**config.mk**
```make
export PLATFORM = sky130hd
export DESIGN_NAME = mem_arbiter
export DESIGN_NICKNAME = d
export VERILOG_FILES = /design/src/rtl/mem_arbiter.sv
export SDC_FILE = /design/constraint.sdc
export NUM_CORES = 1
export LEC_CHECK = 0
export ABC_AREA = 1
export CAP_MARGIN = 20
export CORE_MARGIN = 4
export CORE_UTILIZATION = 42
export DETAILED_ROUTE_END_ITERATION = 10
export PLACE_DENSITY = 0.78
export SLEW_MARGIN = 20
export SYNTH_ARGS = -nofsm -noshare
export SYNTH_HDL_FRONTEND = slang
export SYNTH_SLANG_ARGS = --single-unit
```
**constraint.sdc**
```tcl
create_clock -name clk -period 2 [get_ports clk]
set_input_delay 0.4 -clock clk [delete_from_list [all_inputs] [get_ports clk]]
set_output_delay 0.4 -clock clk [all_outputs]
set_load 0.02 [all_outputs]
```
**src/rtl/mem_arbiter.sv**
```systemverilog
// Two-requester arbiter for the unified memory port: core priority with a bounded
// DMA starvation limit, registered request/ready transactions and a watchdog abort.
module mem_arbiter #(
    parameter int unsigned AW      = 32,
    parameter int unsigned DW      = 32,
    parameter int unsigned STARVE  = 4,
    parameter int unsigned TIMEOUT = 16
) (
    input  logic          clk,
    input  logic          reset,
    input  logic          core_req,
    input  logic          core_we,
    input  logic [AW-1:0] core_addr,
    input  logic [DW-1:0] core_wdata,
    output logic          core_ack,
    input  logic          dma_req,
    input  logic          dma_we,
    input  logic [AW-1:0] dma_addr,
    input  logic [DW-1:0] dma_wdata,
    output logic          dma_ack,
    output logic [DW-1:0] rdata,
    output logic          err,
    output logic          owner,
    output logic          mem_en,
    output logic          mem_we,
    output logic [AW-1:0] mem_addr,
    output logic [DW-1:0] mem_wdata,
    input  logic [DW-1:0] mem_rdata,
    input  logic          mem_rdy
);

    localparam int unsigned SW = $clog2(STARVE + 1);
    localparam int unsigned CW = $clog2(TIMEOUT + 1);
    localparam logic [SW-1:0] StreakMax = SW'(STARVE);
    localparam logic [CW-1:0] WaitLast  = CW'(TIMEOUT - 1);

    typedef enum logic [1:0] {StIdle, StBusy, StDone} state_e;

    state_e          state_q, state_d;
    logic            core_ack_q, core_ack_d;
    logic            dma_ack_q, dma_ack_d;
    logic [DW-1:0]   rdata_q, rdata_d;
    logic            err_q, err_d;
    logic            owner_q, owner_d;
    logic            mem_en_q, mem_en_d;
    logic            mem_we_q, mem_we_d;
    logic [AW-1:0]   mem_addr_q, mem_addr_d;
    logic [DW-1:0]   mem_wdata_q, mem_wdata_d;
    logic [SW-1:0]   streak_q, streak_d;
    logic [CW-1:0]   wcnt_q, wcnt_d;
    logic            dma_win;

    always_ff @(posedge clk or negedge reset) begin
        if (!reset) begin
            state_q     <= StIdle;
            core_ack_q  <= 1'b0;
            dma_ack_q   <= 1'b0;
            rdata_q     <= '0;
            err_q       <= 1'b0;
            owner_q     <= 1'b0;
            mem_en_q    <= 1'b0;
            mem_we_q    <= 1'b0;
            mem_addr_q  <= '0;
            mem_wdata_q <= '0;
            streak_q    <= '0;
            wcnt_q      <= '0;
        end else begin
            state_q     <= state_d;
            core_ack_q  <= core_ack_d;
            dma_ack_q   <= dma_ack_d;
            rdata_q     <= rdata_d;
            err_q       <= err_d;
            owner_q     <= owner_d;
            mem_en_q    <= mem_en_d;
            mem_we_q    <= mem_we_d;
            mem_addr_q  <= mem_addr_d;
            mem_wdata_q <= mem_wdata_d;
            streak_q    <= streak_d;
            wcnt_q      <= wcnt_d;
        end
    end

    always_comb begin
        state_d     = state_q;
        core_ack_d  = 1'b0;
        dma_ack_d   = 1'b0;
        err_d       = 1'b0;
        rdata_d     = rdata_q;
        owner_d     = owner_q;
        mem_en_d    = mem_en_q;
        mem_we_d    = mem_we_q;
        mem_addr_d  = mem_addr_q;
        mem_wdata_d = mem_wdata_q;
        streak_d    = streak_q;
        wcnt_d      = wcnt_q;
        dma_win     = 1'b0;

        unique case (state_q)
            StIdle: begin
                if (core_req || dma_req) begin
                    // Core keeps priority until the DMA has watched STARVE core grants.
                    dma_win = dma_req && (!core_req || streak_q == StreakMax);
                    if (dma_win) begin
                        mem_we_d    = dma_we;
                        mem_addr_d  = dma_addr;
                        mem_wdata_d = dma_wdata;
                        streak_d    = '0;
                    end else begin
                        mem_we_d    = core_we;
                        mem_addr_d  = core_addr;
                        mem_wdata_d = core_wdata;
                        if (!dma_req) begin
                            streak_d = '0;
                        end else if (streak_q != StreakMax) begin
                            streak_d = streak_q + 1'b1;
                        end
                    end
                    owner_d  = dma_win;
                    mem_en_d = 1'b1;
                    wcnt_d   = '0;
                    state_d  = StBusy;
                end
            end
            StBusy: begin
                wcnt_d = wcnt_q + 1'b1;
                // A ready arriving on the last allowed cycle still completes normally.
                if (mem_rdy || wcnt_q == WaitLast) begin
                    mem_en_d   = 1'b0;
                    core_ack_d = !owner_q;
                    dma_ack_d  = owner_q;
                    state_d    = StDone;
                    if (mem_rdy) begin
                        if (!mem_we_q) begin
                            rdata_d = mem_rdata;
                        end
                    end else begin
                        err_d   = 1'b1;
                        rdata_d = '0;
                    end
                end
            end
            StDone: begin
                state_d = StIdle;
            end
            default: begin
                state_d = StIdle;
            end
        endcase
    end

    assign core_ack  = core_ack_q;
    assign dma_ack   = dma_ack_q;
    assign rdata     = rdata_q;
    assign err       = err_q;
    assign owner     = owner_q;
    assign mem_en    = mem_en_q;
    assign mem_we    = mem_we_q;
    assign mem_addr  = mem_addr_q;
    assign mem_wdata = mem_wdata_q;

endmodule

```
==> run summary, run 1 <==
During I/O placement, the number of pins put on the boundary was 269. Final antenna-violating net count: 0. met2 is the most crowded layer. The global-route track usage on met1 was 27.3%; the worst IR drop on VDD was 559 µV. Across all layers, the routed design uses 5714 vias. In this run the deepest clock path goes through 2 buffers.

The wire length reported by the detailed router was 17.4 mm; the buffer count from post-CTS setup fixing was 0. The routed length per placed instance was 14.4 µm. The clock buffer count from CTS is 9. The area fraction in compound gates after synthesis was 3.26%.

After synthesis, the mean cell area works out to 7.34 µm². Clock transition at the registers of the reported paths: 0.07 ns. The overall track demand over capacity in global routing came out at 22.0%. The worst setup path is launched from a flop. Excluding fillers, the count of instances in the completed layout stands at 1208. Counting flops and latches in the post-synthesis netlist gives 112. Of the total synthesized cell area, the portion taken by AND, OR, NAND and NOR gates is 32.3%. The adder-cell share of the synthesized area came out at 0.876%. Clock tree synthesis selected as its root buffer the cell clkbuf_16.

The synthesized netlist devotes 0% of its cell area to XOR and XNOR gates. The tightest min-delay check is of the primary input to async pin type. Summed over all nets, the switching power comes to 4.85 mW.

The run gives 0.179 ns as the worst setup margin. The count of endpoints failing hold in the final timing report was 0; the ratio of total power to cell area was 1370 nW/µm². The final setup skew is 0.0104 ns. The number of buffers added on ports came out at 268. The number of design rule violations left after detail routing is 0. Data arrives at the worst endpoint at 2.08 ns.

STA puts the critical path data required time at 2.26 ns. By area, the combinational part of the netlist is dominated by simple AND/OR/NAND/NOR gates. Broken down by cell family, the worst path's largest delay share belongs to simple AND/OR/NAND/NOR gates. In this run, post-CTS repair resized a total of 0 instances.

The die footprint came out at 15500 µm². The run gives 778 as the post-synthesis instance total. For the initial antenna violation count, the log shows 0. The mapped netlist covers 5710 µm². The last weighted congestion value of the routability-driven placer was 0.816; the achievable frequency was 0.549 GHz.

The run gives 3 as the total number of H-tree levels. The worst max-slew margin expressed relative to the limit was 63.9%. For the starting density of the core, the log shows 43.0%.

Entering global routing, the biggest net connects 55 pins. The first global-routing pass estimated 28.0 mm of wire. The worst-path maximum fanout came out at 41. TritonCTS built the clock tree. Combinational logic is responsible for 50.7% of the overall power.

For this design, the CTS-stage hold fixing added 0 buffers. The slew at the pin closest to its max-slew limit is 0.541 ns, and the worst stage delay on the critical path is 0.43 ns. Prior to clock tree synthesis, the placed netlist has a worst setup slack of 0.196 ns. During synthesis, Yosys emitted a total of 0 warnings. The tools report the number of antenna diodes as 0. Setup repair after global routing left no endpoint under its margin. Across the run, the number of max-cap violations was 0. The fraction of power spent switching nets is 39.7%. The run gives 16.8% as the clock power share. Global routing consumed, on the met3 layer, 8.49% of the routing resources.

For the count of pins over their slew limit, the log shows 0. The tools report the count of clock tree sinks as 112. From synthesis to final layout, the design area changed by 55.5%. The total overflow left after global routing is 0.

The number of detailed-route iterations in the first pass was 4. The leakage power was 4.58 nW. The cell with the biggest individual delay on the critical path is dfrtp_1. The register-to-register setup slack is 0.18 ns, and the part of the power in registers is 32.4%. The final critical path takes up 91.0% of the cycle. The number of DRC violations after detailed-routing iteration 0 is 255. From left edge to right edge, the die measures 125 µm. Of the cells placed in the final design, the portion with a size suffix greater than 1 is 4.17%. The logs give 20 for the count of distinct cell types in the synthesized netlist and 0.34 ns for the clock network latency to the later pin of the worst-skew pair. Hold timing on the final database bottoms out at a slack of 0.0333 ns.

Adding up every negative setup slack in the final design gives 0 ns. After detailed routing, the number of vias per cell comes to 4.73. Traced cell by cell, the critical path runs through ha_1 > nand2_1 > nor2_1 > ha_1 > nor2_2 > nor2_4 > nand2_4 > buf_12 > nand2_1 > o21ai_1. Counting every net in the synthesized netlist gives 949. For this run, the register share of the synthesized area comes to 49.1%. Row generation in the floorplan step produced 42 rows. Worst path buffer plus inverter count: 1.

The final count of negative-setup-slack endpoints came out at 0. Cell internal power was estimated by the tool at 7.36 mW. The via count of the first global-routing pass is 5597, and the placeable core region is 13300 µm².

After layout, the minimum clock period comes to 1.82 ns. The count of nets after finishing is 1198, and the number of cells after detailed placement is 1192. From bottom edge to top edge, the die measures 125 µm. The proportion of synthesized area in mux cells came out at 0%. The flow ran to the end, and the final reports show no timing, DRC or antenna violations.

The met2 layer usage reported by global route was 36.0%. Detailed placement ended at an HPWL of 12.7 mm. The class of the most critical setup path was flop to flop.

The element type at the critical path end was a flop.
## path summary, 6_finish.rpt
path | from | endpoint | cells after the start
setup / recovery | wcnt_q[0] | rdata[26] | 10
hold / removal | reset | rdata[7] | 1
setup reg to reg | wcnt_q[0] | rdata[26] | 10
hold reg to reg | mem_addr[2] | mem_addr[2] | 2
max in group asynchronous | reset | mem_addr[31] | 2
min in group clk | mem_addr[2] | mem_addr[2] | 2
## sequential cells by signal, summed over array words and instances, names as in the netlist, 2 cells and up
name and flops:
mem_addr 32, mem_wdata 32, rdata 32, wcnt_q 5, streak_q 3, state_q 2
## worst register-to-register path, stage by stage (launching register included)
cell     delay (ns)
dfrtp_1        0.43
ha_1           0.23
nand2_1        0.09
nor2_1         0.05
ha_1           0.20
nor2_2         0.19
nor2_4         0.08
nand2_4        0.10
buf_12         0.20
nand2_1        0.09
o21ai_1        0.08
## metrics by stage
stage	instance area [µm²]	power, mW	utilization, %
final	8880	12.2	66.8
after global routing	8880	13.0	66.8
after CTS	8880	12.3	66.8
after detailed placement	8540	10.2	64.2
after global placement	8540	10.1	64.2
after floorplan	5710	7.18	-
## cells in the final DEF (no fill, tap or decap), drive strengths merged
master / instances
nand2: 286
o22ai: 1
inv: 144
buf: 19
nand4: 3
nor2: 11
o21ai: 35
dfrtp: 112
clkdlybuf4s50: 266
ha: 4
clkinvlp: 1
nand3: 136
clkbuf: 10
a21oi: 1
bufinv: 3
## cell families (layout without fill, tap and decap cells)
group | after synthesis | in the layout
and+or+nand+nor | 436 | 436
buffers and inverters | 189 | 443
DFF | 112 | 112
AOI/OAI and AO/OA | 37 | 37
adders and majority gates | 4 | 4
## cell type report
cell class	instances	area [µm²]
Fill cell	1157	4410
Timing Repair Buffer	285	2900
Sequential cell	112	2800
Multi-Input combinational cell	477	2080
Inverter	142	533
Clock buffer	10	229
Tap cell	176	220
Clock inverter	6	115
## power groups by stage
stage,combinational (mW),clock [mW],sequential (mW)
finish,6.19,2.06,3.96
global route,6.70,2.20,4.07
CTS,6.27,2.10,3.95
detailed placement,6.24,0,3.96
global placement,6.15,0,3.93
floorplan,2.07,0,5.11
## cell usage after synthesis (all sizes together)
cell type	count	area share, %
nor2	11	0.94
inv	142	9.3
buf	35	4.4
ha	4	0.88
a21oi	1	0.088
nand2	286	19
o22ai	1	0.11
o21ai	35	3.1
dfrtp	112	49
clkbuf	12	0.79
nand3	136	12
nand4	3	0.33
## metal layers
| layer | part of all wire (%) | vias to the layer above |
|---|---|---|
| met2 | 48 | 229 |
| li1 | - | 2855 |
| met3 | 11 | 22 |
| met4 | 1.8 | 0 |
| met5 | 0 | - |
| met1 | 40 | 2608 |
(Power assumes the default switching activity.)
==> run 2: changes to the inputs <==
Settings changed: PLACE_DENSITY 0.78 to 0.82.
==> run summary, run 2 (synthesized netlist as in run 1, its figures left out) <==
Count of pins over their slew limit: 0. The total number of H-tree levels came out at 3. The final antenna-violating net count was 0. In this run switching power makes up 40.7% of total power. For the routed length on met1, the log shows 6.68 mm. For this design the ratio of total power to cell area is 1340 nW/µm². Routability-driven placement finished with a final weighted congestion of 0.850. The run gives 33.6% as the part of the power in registers. Relative to the synthesized area, the layout overhead comes to 54.3%. After detailed routing, the number of vias per cell comes to 4.68. In this run the worst hold path is classified as flop to flop.

The worst path buffer plus inverter count came out at 1. In this run the deepest clock path goes through 2 buffers. Initial antenna violation count: 0. The slew at the pin closest to its max-slew limit was 0.484 ns. Setup slack closes at 0.158 ns.

The number of cells on the critical path works out to 1. In the layout the commonest cells are nand2_1, clkdlybuf4s50_1, inv_1. The pre-CTS setup slack is 0.135 ns. The most common cell after layout, fill and taps aside was nand2_1. After clock tree synthesis, the setup repair step added 0 buffers. The final setup skew was 0.00687 ns; the number of gates given a new drive strength after cts was 0.

The worst-case IR drop observed on VDD is 583 µV. In this run the cell area measured after placement is 8510 µm². The logs give 0.35 ns for the clock network latency to the later pin of the worst-skew pair and 16.6 mm for the wire length reported by the detailed router. Entering global routing, the biggest net connects 50 pins. In this run, CTS created clock tree buffers numbering 9. For the leakage power, the log shows 4.56 nW. For this design the total switching power over the nets is 4.80 mW.

Setup repair after global routing left no endpoint under its margin. The number of placed I/O pins was 269. The clock transition at the registers of the reported paths was 0.07 ns. In this run the tightest slew margin relative to its limit is 67.8%. After detailed routing, the met3 layer carries 1.75 mm of wire. Via count of the first global-routing pass: 5402. The tree is rooted in a clkbuf_16.

The hold path depth works out to 2. Data on the critical path is required at its endpoint by 1.60 ns. Traced cell by cell, the critical path runs through clkdlybuf4s50_1.

Placeable core region: 13300 µm². For the worst setup path, the data arrival time is 1.44 ns. In this design, the largest share of critical-path delay is due to buffers and inverters. The clock power share was 14.9%.

The worst setup path is launched from a flop. During placement, the flow inserted port buffers numbering 268. The die is 125 µm tall.

For this run, the total global-route usage over all layers was measured as 21.2%. The final critical path time including I/O delays and setup works out to 1.84 ns. The repair_antennas step left the layout with diodes totalling 0. The logs give 0 for the count of endpoints failing hold in the final timing report and 6.99 mW for the cell internal power dissipation. On the worst path, the slowest cell contributes a delay of 0.65 ns. The first detailed-routing pass took 5 iterations. In this run, the number of DRC markers left after iteration 0 of detailed routing was 299. The tools report the achievable frequency as 0.543 GHz. The run finished with clean final reports. Setup violations remaining at the end of the flow were counted as 0. Wire segments on met2 add up to 7.67 mm in the final route. After legalization and detailed placement, the total HPWL measured 12.6 mm. The run gives 112 as the count of clock tree sinks. Max-cap violations in this run came to 0. Row generation in the floorplan step produced 42 rows. For this run, the post-layout net count is 1200. On the critical path, the stage with the largest delay is an instance of clkdlybuf4s50_1. From left edge to right edge, the die measures 125 µm.

Per report_power, the combinational group accounts for 51.5% of the total. Class of the most critical setup path: flop to output pin. TritonCTS built the clock tree. The routed length per placed instance is 13.8 µm, and the count of vias placed by the detailed router is 5666. The total power was 11.8 mW.

The initial utilization of the core area, before any placement, comes to 43.0%. In this run the top signal layer used is met4. Setup total negative slack on the finished layout was measured at 0 ns.

Summed over all layers, the global routing overflow is 0. STA classifies the critical path endpoint as an output pin. Once layout is complete, the utilization of the core stands at 66.3%. The final critical path takes up 92.1% of the cycle.

For the number of design rule violations left after detail routing, the log shows 0. The die covers 15500 µm². The worst-path maximum fanout came out at 3. The global-route wire length before repair is 26.9 mm, and the fraction of final layout cells sized beyond drive strength 1 is 4.35%.

Counting cells, the worst reg-to-reg path comes to 10. With fillers left out, the area of the finished cells amounts to 8810 µm².
==> run 2: cell count changes in the layout (fill, tap and decap cells not counted), sizes merged <==
cell         delta
inv             -1
clkbuf          +1
clkinvlp        -1
clkinv          +4
buf             +1
dlygate4sd3     +1
bufinv          -3
==> run 2: path summary, 6_finish.rpt <==
kind / slack [ns] / end / from
max: 0.16 / mem_we / mem_we
min: 0.48 / mem_addr[29] / mem_addr[29]
max reg2reg: 0.18 / rdata[24] / wcnt_q[0]
min reg2reg: 0.48 / mem_addr[29] / mem_addr[29]
max in group asynchronous: 0.87 / mem_wdata[13] / reset
min in group asynchronous: 0.55 / core_ack / reset
==> run 2: repair_timing <==
action                                  4_1_cts  5_1_grt
hold endpoints to repair                     21        0
hold buffers                                  1        0
endpoints found under the setup margin        0        0
==> run 2: through the flow <==
stage                     hold slack (ns)  cells
after floorplan                     0.104    778
after detailed placement            0.366   1193
after global routing                0.503   1210
after CTS                           0.483   1210
final                               0.480   1210
after global placement              0.366   1193
==> run 2: final cells by class <==
| class | instances | area, µm² |
|---|---|---|
| fill | 1156 | 4490 |
| timing repair buffer | 287 | 2880 |
| sequential | 112 | 2800 |
| multi-input combinational | 477 | 2080 |
| inverter | 142 | 533 |
| clock buffer | 11 | 253 |
| tap | 176 | 220 |
| clock inverter | 5 | 40.0 |
==> run 2: worst min-delay path, cell delays in order, from the launching register on <==
cell and delay [ns]:
dfrtp_1 0.35, nand2_1 0.05, nand2_1 0.05
==> run 2: power groups by stage <==
stage / clock [mW] / sequential [mW] / combinational (mW)
2_1_floorplan: 0 / 5.11 / 2.07
3_3_place_gp: 0 / 3.97 / 6.02
3_5_place_dp: 0 / 3.99 / 6.14
4_1_cts: 1.80 / 3.97 / 6.15
5_1_grt: 1.89 / 4.09 / 6.57
6_report: 1.75 / 3.96 / 6.07
==> run 2: per-layer routing <==
metal,vias to the layer above,track usage [%]
met5,-,0
met4,0,9.03
met3,35,7.25
met2,245,34.1
met1,2534,25.9
li1,2852,-
